===== src/rtl/rv64_mem_pkg.sv =====
// Shared types and helpers for the RV64 load/store memory port.
package rv64_mem_pkg;

    typedef enum logic [2:0] {
        F3_B  = 3'b000,
        F3_H  = 3'b001,
        F3_W  = 3'b010,
        F3_D  = 3'b011,
        F3_BU = 3'b100,
        F3_HU = 3'b101,
        F3_WU = 3'b110
    } mem_funct3_e;

    typedef enum logic [1:0] {
        IDLE = 2'd0,
        RD   = 2'd1,
        WR   = 2'd2,
        RESP = 2'd3
    } lsu_state_e;

    // Access size in bytes (1, 2, 4 or 8) from funct3[1:0].
    function automatic logic [3:0] mem_size(input logic [2:0] funct3);
        return 4'(4'd1 << funct3[1:0]);
    endfunction

endpackage


===== src/rtl/lsu_align.sv =====
// Load extraction/extension and store byte-merge over one RAM window.
module lsu_align
    import rv64_mem_pkg::*;
#(
    parameter int unsigned M = 64
) (
    input  logic [M-1:0] window,
    input  logic [M-1:0] wdata,
    input  logic [2:0]   funct3,
    output logic [M-1:0] load_data,
    output logic [M-1:0] store_window
);

    logic [3:0] size;
    assign size = mem_size(funct3);

    always_comb begin
        load_data = '0;
        case (funct3)
            F3_B:    load_data = M'($signed(window[7:0]));
            F3_H:    load_data = M'($signed(window[15:0]));
            F3_W:    load_data = M'($signed(window[31:0]));
            F3_D:    load_data = window;
            F3_BU:   load_data = M'(window[7:0]);
            F3_HU:   load_data = M'(window[15:0]);
            F3_WU:   load_data = M'(window[31:0]);
            default: load_data = '0;
        endcase
    end

    // Low size bytes from the store data, the rest written back as read.
    always_comb begin
        store_window = window;
        for (int unsigned i = 0; i < M / 8; i++) begin
            if (i < 32'(size)) begin
                store_window[i*8 +: 8] = wdata[i*8 +: 8];
            end
        end
    end

endmodule


===== src/rtl/lsu_mem_port.sv =====
// LSU memory port: one request at a time, access checks, RMW for narrow stores.
module lsu_mem_port
    import rv64_mem_pkg::*;
#(
    parameter int unsigned N = 13,
    parameter int unsigned M = 64
) (
    input  logic          clk,
    input  logic          rst,
    input  logic          req_valid,
    output logic          req_ready,
    input  logic          req_we,
    input  logic [2:0]    req_funct3,
    input  logic [63:0]   req_addr,
    input  logic [M-1:0]  req_wdata,
    output logic          resp_valid,
    output logic [M-1:0]  resp_rdata,
    output logic          resp_err,
    output logic          mem_we,
    output logic [N-1:0]  mem_addr,
    output logic [M-1:0]  mem_wdata,
    input  logic [M-1:0]  mem_rdata
);

    lsu_state_e   state;
    logic [2:0]   funct3_q;
    logic         we_q;
    logic         err_q;
    logic [M-1:0] wdata_q;
    logic [M-1:0] win_q;
    logic         mem_we_q;

    logic         accept;
    logic         bad_f3;
    logic         req_err;
    logic [N:0]   end_addr;
    logic [M-1:0] align_win;
    logic [M-1:0] load_data;
    logic [M-1:0] store_window;

    assign accept   = req_valid && req_ready;
    assign end_addr = {1'b0, req_addr[N-1:0]} + (N+1)'(mem_size(req_funct3));

    always_comb begin
        bad_f3  = req_we ? req_funct3[2] : (req_funct3 == 3'b111);
        req_err = (req_addr[63:N] != '0) || (end_addr > {1'b1, {N{1'b0}}}) || bad_f3;
    end

    // Merge against live RAM data in RD; extract loads from the buffer in RESP.
    assign align_win = (state == RD) ? mem_rdata : win_q;

    lsu_align #(.M(M)) u_align (
        .window       (align_win),
        .wdata        (wdata_q),
        .funct3       (funct3_q),
        .load_data    (load_data),
        .store_window (store_window)
    );

    // Reset must be able to kill a write already in flight.
    assign mem_we = mem_we_q && !rst;

    always_ff @(posedge clk) begin
        if (rst) begin
            state      <= IDLE;
            req_ready  <= 1'b1;
            resp_valid <= 1'b0;
            resp_rdata <= '0;
            resp_err   <= 1'b0;
            mem_we_q   <= 1'b0;
            mem_addr   <= '0;
            mem_wdata  <= '0;
            funct3_q   <= '0;
            we_q       <= 1'b0;
            err_q      <= 1'b0;
            wdata_q    <= '0;
            win_q      <= '0;
        end else begin
            resp_valid <= 1'b0;
            resp_err   <= 1'b0;
            resp_rdata <= '0;
            mem_we_q   <= 1'b0;
            case (state)
                IDLE: begin
                    req_ready <= 1'b1;
                end
                RD: begin
                    win_q <= mem_rdata;
                    if (we_q) begin
                        state     <= WR;
                        req_ready <= 1'b0;
                        mem_we_q  <= 1'b1;
                        mem_wdata <= store_window;
                    end else begin
                        state     <= RESP;
                        req_ready <= 1'b1;
                    end
                end
                WR: begin
                    state     <= RESP;
                    req_ready <= 1'b1;
                end
                RESP: begin
                    resp_valid <= 1'b1;
                    resp_err   <= err_q;
                    resp_rdata <= (err_q || we_q) ? '0 : load_data;
                    state      <= IDLE;
                    req_ready  <= 1'b1;
                end
                default: begin
                    state     <= IDLE;
                    req_ready <= 1'b1;
                end
            endcase
            // A new request may overlap the response cycle of the previous one.
            if (accept) begin
                funct3_q  <= req_funct3;
                we_q      <= req_we;
                err_q     <= req_err;
                wdata_q   <= req_wdata;
                mem_addr  <= req_addr[N-1:0];
                mem_wdata <= req_wdata;
                state     <= req_err ? RESP : RD;
                req_ready <= req_err;
            end
        end
    end

endmodule


===== config.mk =====
export PLATFORM = sky130hd
export DESIGN_NAME = lsu_mem_port
export DESIGN_NICKNAME = d
export VERILOG_FILES = /design/src/rtl/rv64_mem_pkg.sv /design/src/rtl/lsu_align.sv /design/src/rtl/lsu_mem_port.sv
export SDC_FILE = /design/constraint.sdc
export NUM_CORES = 1
export LEC_CHECK = 0
export BUFFER_PORTS_ARGS = -buffer_cell sky130_fd_sc_hd__buf_2
export CORE_ASPECT_RATIO = 1.2
export CORE_MARGIN = 4
export CORE_UTILIZATION = 55
export DETAILED_ROUTE_END_ITERATION = 6
export GPL_ROUTABILITY_DRIVEN = 1
export PLACE_DENSITY = 0.85
export SLEW_MARGIN = 25
export SYNTH_ARGS = -nofsm -noshare
export SYNTH_HDL_FRONTEND = slang
export SYNTH_SLANG_ARGS = --single-unit
export TNS_END_PERCENT = 50

===== constraint.sdc =====
create_clock -name clk -period 6.9 [get_ports clk]
set_clock_uncertainty 0.1 [all_clocks]
set_input_delay 0.69 -clock clk [delete_from_list [all_inputs] [get_ports clk]]
set_output_delay 0.69 -clock clk [all_outputs]
set_load 0.01 [all_outputs]

==> flow_results.org <==
** Clock tree
- Once the clock tree was built, the setup fixing pass inserted 0 buffers.
- CTS placed an instance of sky130_fd_sc_hd__clkbuf_16 at the clock tree root.
- For this design, the CTS-stage hold fixing added 0 buffers.
- TritonCTS clock tree :: yes
- Clock latency on the worst-skew pair :: 0.53 ns
- No sink is reached through more buffers than the 3 on the longest clock path.
- Clock transition at the registers of the reported paths :: 0.06 ns
- The number of gates resized after CTS was 0.
- Total number of H-tree levels :: 1
- The number of clock buffers added by TritonCTS is 27.
- Clock Sinks :: 280

** Timing
- Final critical-path share of the clock period :: 43.2%
- Slew Limit Fails :: 0
- After layout, the minimum clock period comes to a little under 3 ns.
- Final setup TNS :: 0 ns
- Timing would allow up to between 0.3 and 0.4 GHz.
- Remaining max-slew budget at the tightest pin :: 31.9%
- For the pin with the worst max-slew slack, the measured transition is 1.02 ns.
- Setup violations remaining at the end of the flow were counted as 0.
- Setup repair after global routing left no endpoint under its margin.
- The final hold violation count was 0.

** Drt
- The first detailed-routing pass ran for 5 iterations.
- The final route contains 9832 vias.
- Dividing the detail-routed via count by the number of cells gives 5.52.
- After detailed routing, the average wire length per cell comes to between 15 and 20 um.
- Remaining number of nets flagged by the antenna check after routing :: 0
- After detailed routing, the number of remaining DRC violations is 0.
- DRT iter0 DRCs :: between 600 and 700
- Total Routed Length :: roughly 30000 um

** Setup path
- Worst Path Required :: slightly above 6 ns
- Slack of the worst reg-to-reg path :: 4.15 ns
- Along the worst path, the maximum fanout reaches 79.
- The critical path in this run is classified as in2out.
- Arrival time of the worst setup path :: 2.19 ns
- Critical Path Start Type :: primary input
- The worst setup path is captured at an output port.

** Flow run
- Max-cap violations in this run came to 0.

** Floorplanning
- The initial utilization of the core area, before any placement, comes to between 50% and 60%.
- Measured along the x axis, the die boundary spans 135 um.
- Die area :: 21700 um^2
- The die is between 150 and 200 um tall.
- In this run the core area contains 55 standard-cell rows.
- The total area inside the core boundary comes to 19000 um^2.
- IO Pins :: between 300 and 400

** Synthesis
- Counting every instance in the synthesized netlist gives 1219.
- Syn nets :: 1423
- The synthesized design spends more area on one cell type than any other, namely sky130_fd_sc_hd__dfxtp_1.
- Synth Warn # :: 0
- Portion of the post-synthesis area used by sequential elements :: 52.6%
- After synthesis, the share of flip-flops with an asynchronous set or reset is 0%.
- The synthesized netlist occupies a cell area of 10700 um^2.
- The synthesized design devotes to its leading area cell type 52.6% of total area.
- Distinct cells, synth :: 48
- In this run, synthesis inferred 0 flip-flops with an integrated enable.
- Most used flip-flop cell after synthesis :: sky130_fd_sc_hd__dfxtp_1
- Synth cell count leaders :: sky130_fd_sc_hd__dfxtp_1, sky130_fd_sc_hd__nand2_1, sky130_fd_sc_hd__nor2_1
- After synthesis, the cell types taking the most area are sky130_fd_sc_hd__dfxtp_1, sky130_fd_sc_hd__nand2_1, sky130_fd_sc_hd__mux2i_1.
- #FFs+latches synth :: 280
- Most common cell in the netlist :: sky130_fd_sc_hd__dfxtp_1
- A synthesized cell averages just under 9 um^2.

** Min path
- Worst hold path class :: in2reg

** Layout
- In the final layout, the share of cells above drive strength 1 is 27.4%.
- Number of standard cells in the layout, taps in and fillers out :: 1781
- Compared with the post-synthesis result, the final layout area differs by 25.0%.
- Final net count :: 1707
- Layout Utilization :: 70.2%

** Power and ir drop
- Pwr dens :: 280 nW/um^2
- Leakage power summed over all cells :: approximately 6 nW
- Worst voltage drop across the vdd grid :: 0.000234 V
- Total Power :: 3.73 mW

** Global routing
- Entering global routing, the biggest net connects 101 pins.
- Antenna violations before repair :: 4
- The first global-routing pass estimated 48000 um of wire.
- For this run the aggregate overflow at the end of global routing stands at 0.
- Global routing used 26.7% of the available tracks across all layers.
- Vias in the first global route :: approximately 9600

** Placement
- Counting tap cells, the placed design contains a total of 1730 instances.
- Input and output buffers added on the ports amount to 343.
- After legalization and detailed placement, the total HPWL measured 20500 um.
- The congestion estimate from routability-driven global placement came to 0.840.

** Status
- Outcome :: finished, final reports clean
-- critical path: stages --
cell and delay (ns):
sky130_fd_sc_hd__buf_6 0.42, sky130_fd_sc_hd__buf_4 0.77, sky130_fd_sc_hd__nor2b_1 0.09, sky130_fd_sc_hd__buf_2 0.17
-- logic make-up (layout without fill, tap and decap cells) --
kind of cell	count (synthesis)	count (layout)	synth area share, %
buffers and inverters	103	406	4.13
AO/OA/AOI/OAI	271	271	16.0
other	0	3	0
XOR/XNOR	2	2	0.164
multiplexers	73	73	6.85
flip-flops	280	280	52.6
adder cells (fa/ha/maj)	5	5	0.657
AND/OR/NAND/NOR	485	485	19.6
-- metal layers --
metal | global-route usage, % | vias to the layer above | wire (um)
li1 | - | 4783 | -
met1 | 32.4 | 4584 | 12100
met2 | 46.2 | 395 | 15100
met3 | 5.92 | 68 | 2350
met4 | 9.76 | 2 | 1070
met5 | 0 | - | 11
-- flip-flops by register name (all words and copies together), names as in the netlist --
name,flops
err_q,1
req_ready,1
state,2
funct3_q,3
mem_addr,13
resp_rdata,64
mem_wdata,64
mem_we_q,1
resp_valid,1
win_q,64
resp_err,1
wdata_q,64
we_q,1
-- metrics by stage --
stage / setup WS (ns) / hold slack [ns] / instance area, um^2
global route: 3.81 / 0.325 / 13300
global placement: 3.91 / 0.339 / 12400
floorplan: 4.18 / 0.327 / 10700
finish: 3.92 / 0.320 / 13300
detailed placement: 3.86 / 0.347 / 12400
CTS: 3.96 / 0.307 / 13300
-- placed cells by master (no fill, tap or decap), drive strengths merged, types with 2 or more instances in the layout --
cell type  synthesis  routed
a211oi             8       8
a21oi            138     138
a311oi            41      41
a31oi             17      17
a41oi              2       2
and2               3       3
and3               2       2
buf               25     354
clkbuf            74      40
clkinv             0       5
dfxtp            280     280
diode              0       3
ha                 4       4
inv                4       6
mux2i             73      73
nand2            242     242
nand2b            28      28
nand3              3       3
nand4              4       4
nor2             143     143
nor2b              3       3
nor3               5       5
nor4              13      13
nor4b              2       2
o211ai            40      40
o21ai             18      18
or3               32      32
or4                2       2
-- layout make-up --
class	instances	area [um^2]
diodes	3	7.51
fillers	1534	5670
well taps	256	320
repair buffers	354	1810
clock buffers	40	835
inverters	4	15.0
flip-flops and latches	280	5610
clock inverters	8	78.8
multi-input cells	836	4660
-- report_power, final --
part	leakage, nW	internal, mW	switching, mW
logic	3.10	0.186	0.302
clock network	0.459	0.874	0.614
registers	2.29	1.71	0.0444
-- worst paths after layout --
| check | start | endpoint | cells after the start |
|---|---|---|---|
| setup / recovery | rst | mem_we | 4 |
| hold / removal | mem_rdata[4] | win_q[4] | 3 |
| setup reg to reg | state[0] | mem_wdata[56] | 7 |
| hold reg to reg | wdata_q[60] | wdata_q[60] | 2 |
No activity file was read; power rests on OpenSTA's default activity.
